File: src/rtl/ecc_pkg.sv
// ecc_pkg: shared types and constants for the elliptic-curve point sequencer.
// Holds the GFAU operation encoding, FSM states, register-file indices,
// the micro-instruction format and the sequence lengths.
package ecc_pkg;

  // GFAU operation_select encoding (in_0 op in_1)
  localparam logic [1:0] OP_ADD = 2'b00;
  localparam logic [1:0] OP_SUB = 2'b01;
  localparam logic [1:0] OP_MUL = 2'b10;
  localparam logic [1:0] OP_DIV = 2'b11;

  localparam int ADD_STEPS = 9;
  localparam int DBL_STEPS = 12;
  localparam int NUM_REGS  = 10;
  localparam int STEP_W    = 4;

  typedef enum logic [2:0] {
    ST_IDLE,
    ST_CHECK,
    ST_ISSUE,
    ST_WAIT,
    ST_FINISH
  } state_e;

  typedef enum logic [3:0] {
    R_X1 = 4'd0,
    R_Y1 = 4'd1,
    R_X2 = 4'd2,
    R_Y2 = 4'd3,
    R_A  = 4'd4,
    R_T0 = 4'd5,
    R_T1 = 4'd6,
    R_L  = 4'd7,
    R_X3 = 4'd8,
    R_Y3 = 4'd9
  } reg_e;

  typedef struct packed {
    logic [1:0] op;
    reg_e       src0;
    reg_e       src1;
    reg_e       dst;
  } uinstr_t;

  // Builds a micro-instruction written as dst = src0 op src1.
  function automatic uinstr_t mk_ui(input logic [1:0] op, input reg_e dst,
                                    input reg_e src0, input reg_e src1);
    uinstr_t u;
    u.op   = op;
    u.src0 = src0;
    u.src1 = src1;
    u.dst  = dst;
    return u;
  endfunction

endpackage

File: src/rtl/ecc_point_ctrl_if.sv
// ecc_point_ctrl_if: request/response bus between the point sequencer
// (master) and the GF arithmetic unit (slave).
interface ecc_point_ctrl_if #(
  parameter int WIDTH = 32
);
  logic [WIDTH-1:0] in_0;
  logic [WIDTH-1:0] in_1;
  logic [WIDTH-1:0] prime;
  logic [1:0]       operation_select;
  logic             done_from_control;
  logic [WIDTH-1:0] result;
  logic             done_to_control;

  modport master (
    output in_0, in_1, prime, operation_select, done_from_control,
    input  result, done_to_control
  );

  modport slave (
    input  in_0, in_1, prime, operation_select, done_from_control,
    output result, done_to_control
  );
endinterface

File: src/rtl/ecc_ucode_rom.sv
// ecc_ucode_rom: combinational (sequence, step) -> micro-instruction table.
// The doubling table exists only when ECC_PT_DOUBLE_EN is defined; otherwise
// only the point-addition table is built.
module ecc_ucode_rom
  import ecc_pkg::*;
(
  input  logic              dbl_i,
  input  logic [STEP_W-1:0] step_i,
  output uinstr_t           instr_o
);

  // Table lookup; unreachable entries fall back to a harmless default.
  always_comb begin
    instr_o = mk_ui(OP_ADD, R_T0, R_X1, R_X1);
    if (!dbl_i) begin
      case (step_i)
        4'd0:    instr_o = mk_ui(OP_SUB, R_T0, R_Y2, R_Y1);
        4'd1:    instr_o = mk_ui(OP_SUB, R_T1, R_X2, R_X1);
        4'd2:    instr_o = mk_ui(OP_DIV, R_L,  R_T0, R_T1);
        4'd3:    instr_o = mk_ui(OP_MUL, R_T0, R_L,  R_L);
        4'd4:    instr_o = mk_ui(OP_SUB, R_T0, R_T0, R_X1);
        4'd5:    instr_o = mk_ui(OP_SUB, R_X3, R_T0, R_X2);
        4'd6:    instr_o = mk_ui(OP_SUB, R_T1, R_X1, R_X3);
        4'd7:    instr_o = mk_ui(OP_MUL, R_T1, R_L,  R_T1);
        4'd8:    instr_o = mk_ui(OP_SUB, R_Y3, R_T1, R_Y1);
        default: ;
      endcase
    end
`ifdef ECC_PT_DOUBLE_EN
    else begin
      case (step_i)
        4'd0:    instr_o = mk_ui(OP_MUL, R_T0, R_X1, R_X1);
        4'd1:    instr_o = mk_ui(OP_ADD, R_T1, R_T0, R_T0);
        4'd2:    instr_o = mk_ui(OP_ADD, R_T0, R_T1, R_T0);
        4'd3:    instr_o = mk_ui(OP_ADD, R_T0, R_T0, R_A);
        4'd4:    instr_o = mk_ui(OP_ADD, R_T1, R_Y1, R_Y1);
        4'd5:    instr_o = mk_ui(OP_DIV, R_L,  R_T0, R_T1);
        4'd6:    instr_o = mk_ui(OP_MUL, R_T0, R_L,  R_L);
        4'd7:    instr_o = mk_ui(OP_ADD, R_T1, R_X1, R_X1);
        4'd8:    instr_o = mk_ui(OP_SUB, R_X3, R_T0, R_T1);
        4'd9:    instr_o = mk_ui(OP_SUB, R_T1, R_X1, R_X3);
        4'd10:   instr_o = mk_ui(OP_MUL, R_T1, R_L,  R_T1);
        4'd11:   instr_o = mk_ui(OP_SUB, R_Y3, R_T1, R_Y1);
        default: ;
      endcase
    end
`endif
  end

endmodule

File: src/rtl/ecc_point_ctrl.sv
// ecc_point_ctrl: sequences one affine point add (P+Q) or double (2P) into
// GFAU requests, keeping intermediates in a small register file.
// Optional feature: ECC_PT_DOUBLE_EN enables the doubling sequence; without
// it, doubling cases finish immediately with err=1.
module ecc_point_ctrl
  import ecc_pkg::*;
#(
  parameter int WIDTH   = 32,
  parameter int TIMEOUT = 4096
) (
  input  logic             i_clk,
  input  logic             i_rst,
  input  logic             start,
  input  logic             mode,
  input  logic [WIDTH-1:0] x1,
  input  logic [WIDTH-1:0] y1,
  input  logic [WIDTH-1:0] x2,
  input  logic [WIDTH-1:0] y2,
  input  logic [WIDTH-1:0] a,
  input  logic [WIDTH-1:0] p,
  output logic             busy,
  output logic             done,
  output logic [WIDTH-1:0] x3,
  output logic [WIDTH-1:0] y3,
  output logic             inf,
  output logic             err,
  ecc_point_ctrl_if.master gfau
);

  localparam int CNT_W = $clog2(TIMEOUT + 1);

  state_e            state_q, state_d;
  logic [STEP_W-1:0] step_q, step_d;
  logic              dbl_q, dbl_d;
  logic              mode_q, mode_d;
  logic [CNT_W-1:0]  cnt_q, cnt_d;
  logic [WIDTH-1:0]  prime_q, prime_d;
  logic [WIDTH-1:0]  x3_q, x3_d, y3_q, y3_d;
  logic              inf_q, inf_d, err_q, err_d;
  logic [WIDTH-1:0]  rf_q [NUM_REGS];
  logic [WIDTH-1:0]  rf_d [NUM_REGS];

  uinstr_t           instr;
  logic [STEP_W-1:0] last_step;
  logic              x_eq, y_eq, y1_zero, active;

  ecc_ucode_rom u_rom (
    .dbl_i   (dbl_q),
    .step_i  (step_q),
    .instr_o (instr)
  );

  assign last_step = dbl_q ? STEP_W'(DBL_STEPS - 1) : STEP_W'(ADD_STEPS - 1);
  assign x_eq      = (rf_q[R_X1] == rf_q[R_X2]);
  assign y_eq      = (rf_q[R_Y1] == rf_q[R_Y2]);
  assign y1_zero   = (rf_q[R_Y1] == '0);
  assign active    = (state_q == ST_ISSUE) || (state_q == ST_WAIT);

  // Scheduler-facing outputs
  assign busy = (state_q != ST_IDLE);
  assign done = (state_q == ST_FINISH);
  assign x3   = x3_q;
  assign y3   = y3_q;
  assign inf  = inf_q;
  assign err  = err_q;

  // GFAU operands come straight from the register file; they cannot change
  // during WAIT because the only write happens on the completing edge.
  assign gfau.in_0              = active ? rf_q[instr.src0] : '0;
  assign gfau.in_1              = active ? rf_q[instr.src1] : '0;
  assign gfau.operation_select  = active ? instr.op : OP_ADD;
  assign gfau.prime             = prime_q;
  assign gfau.done_from_control = (state_q == ST_ISSUE);

  // Next-state logic, register-file writes and result capture
  always_comb begin
    state_d = state_q;
    step_d  = step_q;
    dbl_d   = dbl_q;
    mode_d  = mode_q;
    cnt_d   = cnt_q;
    prime_d = prime_q;
    x3_d    = x3_q;
    y3_d    = y3_q;
    inf_d   = inf_q;
    err_d   = err_q;
    rf_d    = rf_q;

    case (state_q)
      ST_IDLE: begin
        if (start) begin
          rf_d[R_X1] = x1;
          rf_d[R_Y1] = y1;
          rf_d[R_X2] = x2;
          rf_d[R_Y2] = y2;
          rf_d[R_A]  = a;
          prime_d    = p;
          mode_d     = mode;
          dbl_d      = 1'b0;
          step_d     = '0;
          state_d    = ST_CHECK;
        end
      end

      ST_CHECK: begin
        if ((!mode_q && x_eq && !y_eq) || (mode_q && y1_zero)) begin
          inf_d   = 1'b1;
          err_d   = 1'b0;
          x3_d    = '0;
          y3_d    = '0;
          state_d = ST_FINISH;
        end else if (mode_q || (x_eq && y_eq)) begin
`ifdef ECC_PT_DOUBLE_EN
          dbl_d   = 1'b1;
          step_d  = '0;
          state_d = ST_ISSUE;
`else
          inf_d   = 1'b0;
          err_d   = 1'b1;
          x3_d    = '0;
          y3_d    = '0;
          state_d = ST_FINISH;
`endif
        end else begin
          dbl_d   = 1'b0;
          step_d  = '0;
          state_d = ST_ISSUE;
        end
      end

      ST_ISSUE: begin
        cnt_d   = '0;
        state_d = ST_WAIT;
      end

      ST_WAIT: begin
        if (gfau.done_to_control) begin
          rf_d[instr.dst] = gfau.result;
          if (step_q == last_step) begin
            inf_d   = 1'b0;
            err_d   = 1'b0;
            x3_d    = rf_d[R_X3];
            y3_d    = rf_d[R_Y3];
            state_d = ST_FINISH;
          end else begin
            step_d  = step_q + STEP_W'(1);
            state_d = ST_ISSUE;
          end
        end else if (cnt_q == CNT_W'(TIMEOUT - 1)) begin
          inf_d   = 1'b0;
          err_d   = 1'b1;
          x3_d    = '0;
          y3_d    = '0;
          state_d = ST_FINISH;
        end else begin
          cnt_d = cnt_q + CNT_W'(1);
        end
      end

      ST_FINISH: state_d = ST_IDLE;

      default: state_d = ST_IDLE;
    endcase
  end

  // State and datapath registers
  always_ff @(posedge i_clk or negedge i_rst) begin
    if (!i_rst) begin
      state_q <= ST_IDLE;
      step_q  <= '0;
      dbl_q   <= 1'b0;
      mode_q  <= 1'b0;
      cnt_q   <= '0;
      prime_q <= '0;
      x3_q    <= '0;
      y3_q    <= '0;
      inf_q   <= 1'b0;
      err_q   <= 1'b0;
      for (int i = 0; i < NUM_REGS; i++) rf_q[i] <= '0;
    end else begin
      state_q <= state_d;
      step_q  <= step_d;
      dbl_q   <= dbl_d;
      mode_q  <= mode_d;
      cnt_q   <= cnt_d;
      prime_q <= prime_d;
      x3_q    <= x3_d;
      y3_q    <= y3_d;
      inf_q   <= inf_d;
      err_q   <= err_d;
      rf_q    <= rf_d;
    end
  end

endmodule

File: src/flat_wrapper.sv
// flat-port wrapper written by rule: the top's interface ports become plain ports
module ecc_point_ctrl_flat import ecc_pkg::*;
#(
  parameter int WIDTH   = 32,
  parameter int TIMEOUT = 4096
)
  (i_clk, i_rst, start, mode, x1, y1, x2, y2, a, p, busy, done, x3, y3, inf, err, gfau_in_0, gfau_in_1, gfau_prime, gfau_operation_select, gfau_done_from_control, gfau_result, gfau_done_to_control);
  ecc_point_ctrl_if #(.WIDTH(WIDTH)) gfau_i ();
  input  logic i_clk;
  input  logic i_rst;
  input  logic start;
  input  logic mode;
  input  logic [WIDTH-1:0] x1;
  input  logic [WIDTH-1:0] y1;
  input  logic [WIDTH-1:0] x2;
  input  logic [WIDTH-1:0] y2;
  input  logic [WIDTH-1:0] a;
  input  logic [WIDTH-1:0] p;
  output logic busy;
  output logic done;
  output logic [WIDTH-1:0] x3;
  output logic [WIDTH-1:0] y3;
  output logic inf;
  output logic err;
  output wire logic [$bits(gfau_i.in_0)-1:0] gfau_in_0;
  output wire logic [$bits(gfau_i.in_1)-1:0] gfau_in_1;
  output wire logic [$bits(gfau_i.prime)-1:0] gfau_prime;
  output wire logic [$bits(gfau_i.operation_select)-1:0] gfau_operation_select;
  output wire logic [$bits(gfau_i.done_from_control)-1:0] gfau_done_from_control;
  input wire logic [$bits(gfau_i.result)-1:0] gfau_result;
  input wire logic [$bits(gfau_i.done_to_control)-1:0] gfau_done_to_control;
  assign gfau_in_0 = gfau_i.in_0;
  assign gfau_in_1 = gfau_i.in_1;
  assign gfau_prime = gfau_i.prime;
  assign gfau_operation_select = gfau_i.operation_select;
  assign gfau_done_from_control = gfau_i.done_from_control;
  assign gfau_i.result = gfau_result;
  assign gfau_i.done_to_control = gfau_done_to_control;
  ecc_point_ctrl #(.WIDTH(WIDTH), .TIMEOUT(TIMEOUT)) u_core (.i_clk(i_clk), .i_rst(i_rst), .start(start), .mode(mode), .x1(x1), .y1(y1), .x2(x2), .y2(y2), .a(a), .p(p), .busy(busy), .done(done), .x3(x3), .y3(y3), .inf(inf), .err(err), .gfau(gfau_i));
endmodule
File: config.mk
export PLATFORM = sky130hd
export DESIGN_NAME = ecc_point_ctrl_flat
export DESIGN_NICKNAME = d
export VERILOG_FILES = /design/src/rtl/ecc_pkg.sv /design/src/rtl/ecc_point_ctrl_if.sv /design/src/rtl/ecc_ucode_rom.sv /design/src/rtl/ecc_point_ctrl.sv /design/src/flat_wrapper.sv
export SDC_FILE = /design/constraint.sdc
export NUM_CORES = 1
export LEC_CHECK = 0
export ABC_CLOCK_PERIOD_IN_PS = 3600
export CAP_MARGIN = 20
export CORE_ASPECT_RATIO = 1.1
export CORE_MARGIN = 2
export CORE_UTILIZATION = 25
export DETAILED_ROUTE_END_ITERATION = 10
export REMOVE_ABC_BUFFERS = 1
export SLEW_MARGIN = 20
export SYNTH_ARGS = -nofsm -noshare
export SYNTH_HDL_FRONTEND = slang
export SYNTH_SLANG_ARGS = --single-unit
File: constraint.sdc
create_clock -name i_clk -period 3.6 [get_ports i_clk]
set_input_delay 0.54 -clock i_clk [delete_from_list [all_inputs] [get_ports i_clk]]
set_output_delay 0.54 -clock i_clk [all_outputs]
set_load 0.01 [all_outputs]
==> run_results.csv <==
group,metric,value,unit
yosys,async_reset_ff_frac,1.00,
placed_design,port_buffers,395,
floorplanning,die_h,315,um
power_and_ir_drop,power,25000,uW
placed_design,hpwl,61900,um
yosys,synth-seq-cells,429,
cts,cts_root_buf,"clkbuf_16",
cts,h-tree-depth,2,
floorplanning,initial_core_util,0.251,
run_status,violations,"setup timing",
yosys,synthAdderAreaFrac,0.00285,
timing,period_needed,3.71,ns
final_layout,layout-drive-gt1-share,0.266,
cts,cts_tree,"yes",
setup_path,r2r_setup_slack,0.42,ns
yosys,avgSynthCellArea,10.8,um^2
yosys,synthCells,2027,
floorplanning,std_cell_rows,114,
timing,max_freq,269,MHz
global_route,grt_pass1_wl,129000,um
power_and_ir_drop,power_density,815,nW/um^2
placed_design,gp_congestion,0.819,
timing,skew,0.0227,ns
final_layout,area_growth,39.4,%
power_and_ir_drop,ir_drop,0.393,mV
drt,finalWirelength,90800,um
global_route,gr-total-overflow,0,
timing,worst_slew_pin_slew,0.961,ns
yosys,synth_edf_count,0,
drt,postRouteAntennaNets,0,
setup_path,reg2reg_depth,10,
min_path,hold_class,"flop to flop",
yosys,synth_area,22000,um^2
yosys,synth-xor-area-share,0.0295,
power_and_ir_drop,swShare,0.392,
final_layout,diodes,0,
setup_path,reg2reg_from,"u_core.step_q[1]$_DFFE_PN0P_",
floorplanning,dieWidth,287,um
drt,vias_per_cell,4.97,
global_route,grt_max_degree,115,
timing,rsz0062_at_grt,"true",
drt,post-route-drc-count,0,
yosys,seq_area_frac_synth,0.488,
timing,hold_viol,0,
cts,cts_buffers,52,
setup_path,end_kind,"primary output",
setup_path,startpoint_type,"flop",
power_and_ir_drop,clockPowerShare,0.225,
setup_path,critPathRequiredTime,3.06,ns
yosys,synth_mux_area_frac,0.216,
yosys,synth_compound_area_frac,0.107,
power_and_ir_drop,p_leak,0.0134,uW
setup_path,crit_type,"flop to primary output",
cts,clock_latency,0.61,ns
timing,fin_crit_sh,1.03,
global_route,antenna_found_initial,6,
power_and_ir_drop,p_int,15200,uW
setup_path,critPathArrivalTime,3.17,ns
global_route,groute.usage.overall,0.195,
timing,fin_ws,-0.111,ns
cts,clockBufferDepth,3,
floorplanning,core,87400,um^2
final_layout,layout.nets,2739,
cts,clkTransAtPathRegs,0.06,ns
timing,slew_headroom,0.354,
timing,timing.setup.tns,-1.12,ns
cts,cts_num_sinks,429,
min_path,min_to,"u_core.rf_q[187]$_DFFE_PN0P_",
power_and_ir_drop,p_comb_frac,0.456,
power_and_ir_drop,p_sw,9780,uW
drt,avgRoutedWirePerCell,24.5,um
final_layout,fill_cells,8694,
run,drv_cap,0,
yosys,synth.distinct_cells,65,
setup_path,r2r-end,"u_core.rf_q[70]$_DFFE_PN0P_",
drt,vias,18384,
drt,drt-initial-drc-count,1578,
min_path,hold_path.startpoint,"u_core.rf_q[187]$_DFFE_PN0P_",
setup_path,crit_fanout,7,
floorplanning,die_area,90300,um^2
min_path,hold_depth,2,
floorplanning,ios,396,
yosys,synth_top_family_by_area,"multiplexers",
yosys,ys.warnings.count,0,
timing,finalSetupViolations,23,
yosys,synth-simple-area-share,0.120,
power_and_ir_drop,p_seq_frac,0.319,
yosys,synth_ff_type,"dfrtp_1",
run_status,status,"complete, but fails checks",
timing,maxSlewViolCount,0,
drt,drt_first_pass_iters,7,
global_route,grt_pass1_vias,18154,
==> metrics by stage <==
stage / utilization / cells / setup WS, ns / hold WS, ns / area, um^2
floorplan: - / 1872 / -4.65 / 0.244 / 21200
global placement: 0.318 / 3528 / 0.0808 / 0.460 / 27800
detailed placement: 0.318 / 3528 / 0.0340 / 0.468 / 27800
CTS: 0.346 / 3660 / -0.264 / 0.439 / 30200
global route: 0.351 / 3699 / -0.206 / 0.472 / 30600
finish: 0.351 / 3699 / -0.111 / 0.472 / 30600
==> sequential cells by signal, summed over array words and instances, names as in the netlist <==
name               count
u_core.state_q         3
u_core.gfau.prime     32
u_core.cnt_q          13
u_core.rf_q          310
u_core.mode_q          1
u_core.step_q          4
u_core.err             1
u_core.inf             1
u_core.x3             32
u_core.y3             32
==> synth_stat cells, types with 3 or more instances <==
master / instances / share of area
buf_4: 16 / 0.0055
nor4_1: 17 / 0.0048
a31oi_1: 23 / 0.0065
nor3_1: 14 / 0.0032
o22ai_1: 3 / 0.00085
nand4_1: 19 / 0.0054
buf_6: 6 / 0.0031
mux2_1: 8 / 0.0041
mux2_4: 20 / 0.014
buf_1: 12 / 0.0020
a32oi_1: 11 / 0.0044
and3_1: 3 / 0.00085
o21ai_0: 215 / 0.049
o21ai_1: 4 / 0.00091
mux2_2: 191 / 0.098
xor2_1: 40 / 0.016
dfrtp_1: 429 / 0.49
nand2_1: 491 / 0.084
a211oi_1: 3 / 0.0010
ha_1: 5 / 0.0028
xnor2_1: 34 / 0.014
inv_1: 6 / 0.0010
buf_2: 31 / 0.0071
and2_1: 5 / 0.0014
nand3b_1: 3 / 0.0010
nor2_1: 31 / 0.0053
buf_12: 3 / 0.0027
mux4_2: 84 / 0.086
clkbuf_1: 87 / 0.015
mux2i_1: 31 / 0.014
nand3_1: 23 / 0.0052
or3_1: 4 / 0.0011
a22o_1: 62 / 0.025
nand2b_1: 5 / 0.0014
a21oi_1: 54 / 0.012
==> routing by layer <==
layer / wire [um] / part of all wire / track usage / up-vias
li1: - / - / - / 8146
met1: 38900 / 0.43 / 0.263 / 9264
met2: 42000 / 0.46 / 0.310 / 799
met3: 6940 / 0.076 / 0.0452 / 165
met4: 2880 / 0.032 / 0.0587 / 10
met5: 68 / 0.00075 / 0 / -
==> logic make-up (layout without fill, tap and decap cells) <==
| group | after synthesis | count (layout) |
|---|---|---|
| mux | 334 | 334 |
| xor+xnor | 74 | 74 |
| buf+inv | 164 | 676 |
| flops | 429 | 429 |
| compound gates | 393 | 393 |
| simple gates | 628 | 628 |
| fa+ha+maj | 5 | 5 |
==> power by group through the flow <==
stage | sequential, uW | clock, uW | combinational [uW]
global placement | 8000 | 0 | 10300
detailed placement | 8030 | 0 | 10400
floorplan | 7380 | 0 | 5950
CTS | 7950 | 5770 | 11000
finish | 7980 | 5620 | 11400
global route | 8140 | 5960 | 12300
==> placed cells by master, fill, tap and decap left out, drive strengths merged, types with 8 or more instances in the layout <==
cell and count:
nand4 20, xor2 40, dfrtp 429, clkbuf 100
xnor2 34, nor3 14, nand3 25, o21ai 221
clkdlybuf4s50 330, a21oi 56, mux2i 31, nor4 19
nand2 492, a31oi 23, inv 8, nor2 32
a32oi 11, a22o 62, buf 208, mux4 84
mux2 219
==> how the worst max path moves through the flow <==
stage / start / end
2_1_floorplan: u_core.step_q[0]$_DFFE_PN0P_ / gfau_in_0[28]
3_3_place_gp: u_core.step_q[0]$_DFFE_PN0P_ / gfau_in_0[12]
3_5_place_dp: u_core.step_q[1]$_DFFE_PN0P_ / gfau_in_0[12]
4_1_cts: u_core.step_q[0]$_DFFE_PN0P_ / gfau_in_1[13]
5_1_grt: u_core.step_q[1]$_DFFE_PN0P_ / gfau_in_0[16]
6_report: u_core.step_q[1]$_DFFE_PN0P_ / gfau_in_0[15]
==> cell type report <==
cell class,count,area (um^2),area share
clock buffer,75,1540,0.0502
clock inverter,13,249,0.00812
inverter,9,40.0,0.00131
multi-input combinational,1434,10700,0.350
sequential,429,10700,0.350
tap,1160,1450,0.0474
timing repair buffer,579,5910,0.193
==> worst max-delay path, cell delays in order (launching register included) <==
cell	delay, ns
dfrtp_2	0.46
inv_4	0.10
ha_4	0.16
nor2_2	0.05
a21oi_2	0.19
a2bb2oi_4	0.24
buf_12	0.17
buf_6	0.13
buf_16	0.14
buf_4	0.11
mux4_2	0.49
a22o_1	0.19
buf_2	0.14
==> timing repair <==
action	in CTS	in global routing
setup buffers	38	37
hold buffers	1	0
endpoints found under the hold margin	60	0
setup endpoints to repair	64	63
gates cloned	5	4
gates resized for setup	182	146
pin swaps	15	40
(Power assumes the default switching activity.)
